## src/rtl/ringbuf_pkg.sv

```systemverilog
// Shared types and defaults for the ringbuf sample buffer.
// The RINGBUF_STATUS_EN macro adds fill-level/overflow/underflow status ports.
package ringbuf_pkg;

    localparam int unsigned DATA_W           = 24;
    localparam int unsigned LEN_DEFAULT      = 64;
    localparam int unsigned LEN_LOG2_DEFAULT = 6;

    typedef logic [DATA_W-1:0] sample_t;

    // Encoded directly as {we, pop} so the strobes can be cast straight in.
    typedef enum logic [1:0] {
        UPD_IDLE  = 2'b00,
        UPD_POP   = 2'b01,
        UPD_WRITE = 2'b10,
        UPD_BOTH  = 2'b11
    } upd_e;

endpackage

```

## src/rtl/ringbuf_if.sv

```systemverilog
// Sample-side bus of the ringbuf: write strobe, pop strobe, offset read.
// Status signals exist only when RINGBUF_STATUS_EN is defined.
interface ringbuf_if
    import ringbuf_pkg::*;
#(
    parameter int unsigned LEN_LOG2 = LEN_LOG2_DEFAULT
);

    sample_t             data_i;
    logic                we_i;
    logic                pop_i;
    logic [LEN_LOG2-1:0] offset_i;
    sample_t             data_o;
`ifdef RINGBUF_STATUS_EN
    logic [LEN_LOG2:0]   count_o;
    logic                overflow_o;
    logic                underflow_o;

    modport master (
        output data_i, we_i, pop_i, offset_i,
        input  data_o, count_o, overflow_o, underflow_o
    );

    modport slave (
        input  data_i, we_i, pop_i, offset_i,
        output data_o, count_o, overflow_o, underflow_o
    );
`else
    modport master (
        output data_i, we_i, pop_i, offset_i,
        input  data_o
    );

    modport slave (
        input  data_i, we_i, pop_i, offset_i,
        output data_o
    );
`endif

endinterface

```

## src/rtl/ringbuf_mem.sv

```systemverilog
// Ringbuf storage: one synchronous write port, one asynchronous read port,
// whole array cleared asynchronously by rst.
module ringbuf_mem
    import ringbuf_pkg::*;
#(
    parameter int unsigned DEPTH = LEN_DEFAULT,
    parameter int unsigned AW    = LEN_LOG2_DEFAULT
) (
    input  logic          clk,
    input  logic          rst,
    input  logic          we_i,
    input  logic [AW-1:0] waddr_i,
    input  sample_t       wdata_i,
    input  logic [AW-1:0] raddr_i,
    output sample_t       rdata_o
);

    sample_t mem_q [DEPTH];
    sample_t mem_d [DEPTH];

    always_comb begin
        mem_d = mem_q;
        if (we_i) begin
            mem_d[waddr_i] = wdata_i;
        end
    end

    always_ff @(posedge clk or posedge rst) begin
        if (rst) begin
            mem_q <= '{default: '0};
        end else begin
            mem_q <= mem_d;
        end
    end

    // Read reflects the registered array, so a same-edge write is not visible yet.
    assign rdata_o = mem_q[raddr_i];

endmodule

```

## src/rtl/ringbuf.sv

```systemverilog
// Ring buffer of 24-bit samples with offset-relative combinational read.
// Optional status (count/overflow/underflow) enabled by RINGBUF_STATUS_EN.
module ringbuf
    import ringbuf_pkg::*;
#(
    parameter int unsigned LEN      = LEN_DEFAULT,
    parameter int unsigned LEN_LOG2 = LEN_LOG2_DEFAULT
) (
    input logic      clk,
    input logic      rst,
    ringbuf_if.slave bus
);

    typedef logic [LEN_LOG2-1:0] ptr_t;

    ptr_t wptr_q, wptr_d;
    ptr_t rptr_q, rptr_d;
    ptr_t raddr;

    // Pointers wrap naturally at LEN because LEN is a power of two.
    always_comb begin
        wptr_d = wptr_q;
        rptr_d = rptr_q;
        if (bus.we_i) begin
            wptr_d = wptr_q + ptr_t'(1);
        end
        if (bus.pop_i) begin
            rptr_d = rptr_q + ptr_t'(1);
        end
        raddr = rptr_q + bus.offset_i;
    end

    always_ff @(posedge clk or posedge rst) begin
        if (rst) begin
            wptr_q <= '0;
            rptr_q <= '0;
        end else begin
            wptr_q <= wptr_d;
            rptr_q <= rptr_d;
        end
    end

    ringbuf_mem #(
        .DEPTH (LEN),
        .AW    (LEN_LOG2)
    ) u_mem (
        .clk     (clk),
        .rst     (rst),
        .we_i    (bus.we_i),
        .waddr_i (wptr_q),
        .wdata_i (bus.data_i),
        .raddr_i (raddr),
        .rdata_o (bus.data_o)
    );

`ifdef RINGBUF_STATUS_EN
    typedef logic [LEN_LOG2:0] cnt_t;

    localparam cnt_t CNT_FULL = cnt_t'(LEN);

    upd_e upd;
    cnt_t count_q, count_d;
    logic overflow_q, overflow_d;
    logic underflow_q, underflow_d;

    // Count saturates; the pointers keep moving regardless.
    always_comb begin
        upd         = upd_e'({bus.we_i, bus.pop_i});
        count_d     = count_q;
        overflow_d  = overflow_q;
        underflow_d = underflow_q;
        case (upd)
            UPD_WRITE: begin
                if (count_q == CNT_FULL) begin
                    overflow_d = 1'b1;
                end else begin
                    count_d = count_q + cnt_t'(1);
                end
            end
            UPD_POP: begin
                if (count_q == '0) begin
                    underflow_d = 1'b1;
                end else begin
                    count_d = count_q - cnt_t'(1);
                end
            end
            default: ;
        endcase
    end

    always_ff @(posedge clk or posedge rst) begin
        if (rst) begin
            count_q     <= '0;
            overflow_q  <= 1'b0;
            underflow_q <= 1'b0;
        end else begin
            count_q     <= count_d;
            overflow_q  <= overflow_d;
            underflow_q <= underflow_d;
        end
    end

    assign bus.count_o     = count_q;
    assign bus.overflow_o  = overflow_q;
    assign bus.underflow_o = underflow_q;
`endif

endmodule

```

## src/flat_wrapper.sv

```systemverilog
// flat-port wrapper written by rule: the top's interface ports become plain ports
module ringbuf_flat import ringbuf_pkg::*;
#(
    parameter int unsigned LEN      = LEN_DEFAULT,
    parameter int unsigned LEN_LOG2 = LEN_LOG2_DEFAULT
)
  (clk, rst, bus_data_i, bus_we_i, bus_pop_i, bus_offset_i, bus_data_o);
  ringbuf_if #(.LEN_LOG2(LEN_LOG2)) bus_i ();
  input logic clk;
  input logic rst;
  input wire logic [$bits(bus_i.data_i)-1:0] bus_data_i;
  input wire logic [$bits(bus_i.we_i)-1:0] bus_we_i;
  input wire logic [$bits(bus_i.pop_i)-1:0] bus_pop_i;
  input wire logic [$bits(bus_i.offset_i)-1:0] bus_offset_i;
  output wire logic [$bits(bus_i.data_o)-1:0] bus_data_o;
  assign bus_i.data_i = bus_data_i;
  assign bus_i.we_i = bus_we_i;
  assign bus_i.pop_i = bus_pop_i;
  assign bus_i.offset_i = bus_offset_i;
  assign bus_data_o = bus_i.data_o;
  ringbuf #(.LEN(LEN), .LEN_LOG2(LEN_LOG2)) u_core (.clk(clk), .rst(rst), .bus(bus_i));
endmodule
```

## config.mk

```make
export PLATFORM = sky130hd
export DESIGN_NAME = ringbuf_flat
export DESIGN_NICKNAME = d
export VERILOG_FILES = /design/src/rtl/ringbuf_pkg.sv /design/src/rtl/ringbuf_if.sv /design/src/rtl/ringbuf_mem.sv /design/src/rtl/ringbuf.sv /design/src/flat_wrapper.sv
export SDC_FILE = /design/constraint.sdc
export NUM_CORES = 2
export LEC_CHECK = 0
export CAP_MARGIN = 0
export CORE_MARGIN = 2
export CORE_UTILIZATION = 45
export CTS_CLUSTER_SIZE = 20
export DETAILED_ROUTE_END_ITERATION = 16
export PLACE_DENSITY = 0.68
export SYNTH_ARGS = -nofsm -noshare
export SYNTH_HDL_FRONTEND = slang
export SYNTH_HIERARCHICAL = 1
export SYNTH_SLANG_ARGS = --single-unit
```

## constraint.sdc

```tcl
create_clock -name clk -period 170.3 [get_ports clk]
set_input_delay 34.06 -clock clk [delete_from_list [all_inputs] [get_ports clk]]
set_output_delay 34.06 -clock clk [all_outputs]
set_load 0.05 [all_outputs]
```

; ---- Yosys cells after proc, flatten, opt, wreduce, memory -nomap -nowiden
; Cells that the tools add are included.
[word_totals]
register_bits = 1548
[op_classes]
add_sub_neg = 3
order_cmp = 3
n_mux = 6
n_bitwise = 2
n_reduce_logical = 1
[ops]
columns = operator, count
row1 = bitwise mux 1536 bit, 1
row2 = binary-select mux 24 bit (select 6 bit), 1
row3 = demux 24 bit (select 6 bit), 1
row4 = two-way mux 24 bit, 3
row5 = ">= comparator 7 bit, second input constant", 2
row6 = inverter 6 -> 7 bit, 2
row7 = "adder 6 x 1 -> 6 bit, second input constant", 2
row8 = "less-than comparator 7 x 1 -> 1 bit, second input constant", 1
row9 = adder 6 bit, 1
row10 = logical AND 1 bit, 1

; ---- Depth between registers and ports, before layout
[depth]
depth_word = 6
depth_mapped = 15

; ---- By module
; The synthesis kept the hierarchy.
[by_module_without_submodules]
columns = mod, instances, cells_each, area_each_um2, seq_area_each_um2
row1 = ringbuf_mem, 1, 4591, 70244.9, 38436.9
row2 = ringbuf, 1, 62, 691.9, 300.3

; ---- Least setup slack after synthesis
; OpenSTA, ideal clock, no wires.
[synth_timing]
path_type = input to output
startpoint = input port bus_offset_i[0]
endpoint = output port bus_data_o[10]
arrival_time_ns = 37.367
slack_ns = 98.873
stages = 14
path_buffers = 4
path_cell_list = ha_1 > inv_1 > fa_1 > inv_1 > a21o_2 > a21oi_1 > xnor2_1 > buf_2 > buf_2 > buf_1 > clkbuf_1 > nand3b_1 > o21ai_0 > o31ai_1
[synth_between]
elab_chain_len = 5
[synth_rtl]
columns = element, line_no
row1 = from (decl), flat_wrapper.sv:14  ; input wire logic [$bits(bus_i.offset_i)-1:0] bus_offset_i;
row2 = adder 6 bit, ringbuf.sv:30  ; raddr = rptr_q + bus.offset_i;
row3 = net u_core.raddr[4], ringbuf.sv:18  ; ptr_t raddr;
row4 = inverter 6 -> 7 bit (implied by the code), ringbuf_mem.sv:37  ; assign rdata_o = mem_q[raddr_i];
row5 = binary-select mux 24 bit (select 6 bit), ringbuf_mem.sv:37
row6 = two-way mux 24 bit (implied by the code) (2 in a row), ringbuf_mem.sv:37
row7 = to (decl), flat_wrapper.sv:15  ; output wire logic [$bits(bus_i.data_o)-1:0] bus_data_o;
; The timed path passes the listed nets, and every way through them passes these cells. The select of a mux whose other input is x is not followed.

; ---- Final worst setup path
[layout_timing]
startpoint = input port bus_offset_i[0]
endpoint = output port bus_data_o[9]
; The elaborated chain is that of the path after synthesis.

==> metrics.txt <==
CTS root buffer=clkbuf_16; total track usage=23.7%; Area growth syn-to-layout=10.1%; largest family of logic cells by synthesized area=multiplexers; final worst-path cycle share=43.9%; post-route insts no fill=6723; Starting DRT DRC Count=3240; latest clock arrival within the worst-skew pair=810 ps; Max Clk Rate=13.4 MHz; Simple-Gate Fraction of Synth Area=2.12%; worst reg2reg startpoint=u_core/wptr_q[0]; Setup Viol. Count Final=0; multiplexer area fraction after synthesis=36.9%; num ports=58; hpwl dp=110 mm; sequential share of the synthesized area=54.6%; VDD IR max=38.1 µV; Netlist cell types=53; fin. max-slew vios=0; list of most frequent post-synthesis cells=mux2_2 (1567), dfrtp_1 (1548), mux4_2 (304); Avg Cell Area, Syn=15.2 µm²; Initial Utilization=45.4%; leak pwr=36.6 nW; CTS sink count=1548; switching part of the total=39.0%; final core utilization=49.9%; Yosys top cell by area=dfrtp_1; P per Cell Area=20.6 nW/µm²; core box area=156000 µm²; RSZ-0062 raised after global routing=false; Synth Net Count=4695; YS warnings=6; die area=161000 µm²; H-tree levels=4; FP Rows=145; Cells after Synth=4653; Worst Setup Slack, final=95590 ps; Worst-Margin Slew=1150 ps; largest net degree at the start of global routing=187; Hold Vio Cnt, Final=0; DR DRC count=0; Async S/R FF share, synth=100%; first-pass GRT wire length=285 mm; post-cts sizing count=0; Adder-Cell Fraction of Synth Area=0.152%; worst hold-check path type=register to register; grt ovf=0; Post CTS Setup Buffer Count=0; Worst-path clk slew=60 ps; post-route minimum period=74710 ps; synthesized area=70900 µm²; post-route ant nets=0; Max Fanout on Critical Path=81; Critical Path RT=136240 ps; status=finished, final reports clean; die height=401 µm; clock tree buffer depth=3; vias in the first global route=42.6k; Placer Congestion=0.808; DP Worst Slack=95440 ps; final net count=4579; drt total wl=189 mm; Worst Clk Skew=27.3 ps; Slew Limit Headroom=23.0%; post-synth top area share=54.6%; Vias/cell=6.04; critical path data arrival time=40650 ps; sequential power share=33.7%; first-pass iteration count of the detailed router=7; Hold Buf Count CTS=0; Die X=401 µm; routed len/inst=28.2 µm; Pint=0.000983 W; Yosys reg bits=1548; Post-Synth XOR/XNOR Area=0.185%; CTS tree=done; max_cap viols=0; Compound-Gate Fraction of Synth Area=2.84%; number of I/O port buffers=57; Startpoint Class=input port; critical path endpoint category=primary output; top_reg_cell synth=dfrtp_1; top post-synthesis cells by area=dfrtp_1 (55%), mux2_2 (25%), mux4_2 (9.7%); net switching power=0.000628 W; Worst setup startpoint=bus_offset_i[0]; ratio of cells with drive above 1 in the final layout=50.3%; Filler Cells Inserted=13.2k; most frequent cell after synthesis=mux2_2; number of synthesized flops with an enable pin=0; initial antenna violation count=19; HP Start=u_core/u_mem/mem_q[223]; routed via count=40.6k; combinational share of power=44.7%; CTS buffer count=160; WS Path Type=input port to primary output; clock network power share=21.6%; placed insts=6433; Fin Setup TNS=0 ps
[per-layer routing]
metal | part of all wire (%) | GRT usage, %
met5 | 0.072 | 0
met4 | 2.5 | 6.95
met1 | 44 | 32.8
met2 | 45 | 35.7
met3 | 8.4 | 7.72
[path summary, 6_finish.rpt]
kind / slack, ps / to / cells after the start
worst max-delay path: 95590 / bus_data_o[9] / 14
worst min-delay path: 500 / u_core/u_mem/mem_q[223] / 1
worst max register to register: 167000 / u_core/u_mem/mem_q[1458] / 4
worst min register to register: 500 / u_core/u_mem/mem_q[223] / 1
max in group asynchronous: 132200 / u_core/u_mem/mem_q[137] / 6
min in group asynchronous: 33820 / u_core/wptr_q[5] / 2
[cell families after synthesis]
family | Yosys count
fa+ha+maj | 8
xor+xnor | 15
buf+inv | 472
simple gates | 284
flops | 1548
compound gates | 288
mux | 2038
[worst max-delay path, cell delays in order]
cell             delay, ps
clkdlybuf4s50_1        510
ha_4                   150
inv_1                   50
fa_1                   530
inv_8                  600
buf_4                  790
buf_4                  730
buf_4                  620
mux4_2                 580
mux2_2                 280
a22oi_1                350
nand2_1                210
and4_1                 330
clkdlybuf4s50_1        710
[registers in the layout, indices dropped and copies added, names as in the netlist]
signal / flops
u_core/rptr_q: 6
u_core/wptr_q: 6
u_core/u_mem/mem_q: 1536
[final cells by class]
cell class	instances	area, µm²	area share, %
Sequential cell	1548	38700	49.6
Antenna cell	8	20.0	0.0256
Inverter	8	46.3	0.0593
Multi-Input combinational cell	2633	30100	38.5
Clock inverter	38	407	0.521
Tap cell	2058	2570	3.30
Clock buffer	244	4810	6.15
Timing Repair Buffer	186	1460	1.86
[placed cells by master, fill, tap and decap left out, drive strengths merged, types with 39 or more instances in the layout]
cell    count
mux2     1567
dfrtp    1548
mux4      304
clkbuf    244
mux2i     167
buf       153
nand2      93
o211ai     68
a22oi      66
nor2       44
nand3      39
[metrics by stage]
stage	cell area, µm²	hold WS, ps	power (W)
floorplan	70900	461	0.00102
global placement	72900	482	0.00125
detailed placement	72900	487	0.00126
CTS	78100	500	0.00161
global route	78100	507	0.00168
finish	78100	498	0.00161
[power groups by stage]
stage          registers, W  clock network (W)  logic, W
2_1_floorplan      0.000533                  0  0.000490
3_3_place_gp       0.000543                  0  0.000706
3_5_place_dp       0.000548                  0  0.000712
4_1_cts            0.000542           0.000355  0.000714
5_1_grt            0.000557           0.000370  0.000756
6_report           0.000543           0.000347  0.000721
Power figures use the tool's default switching activity.
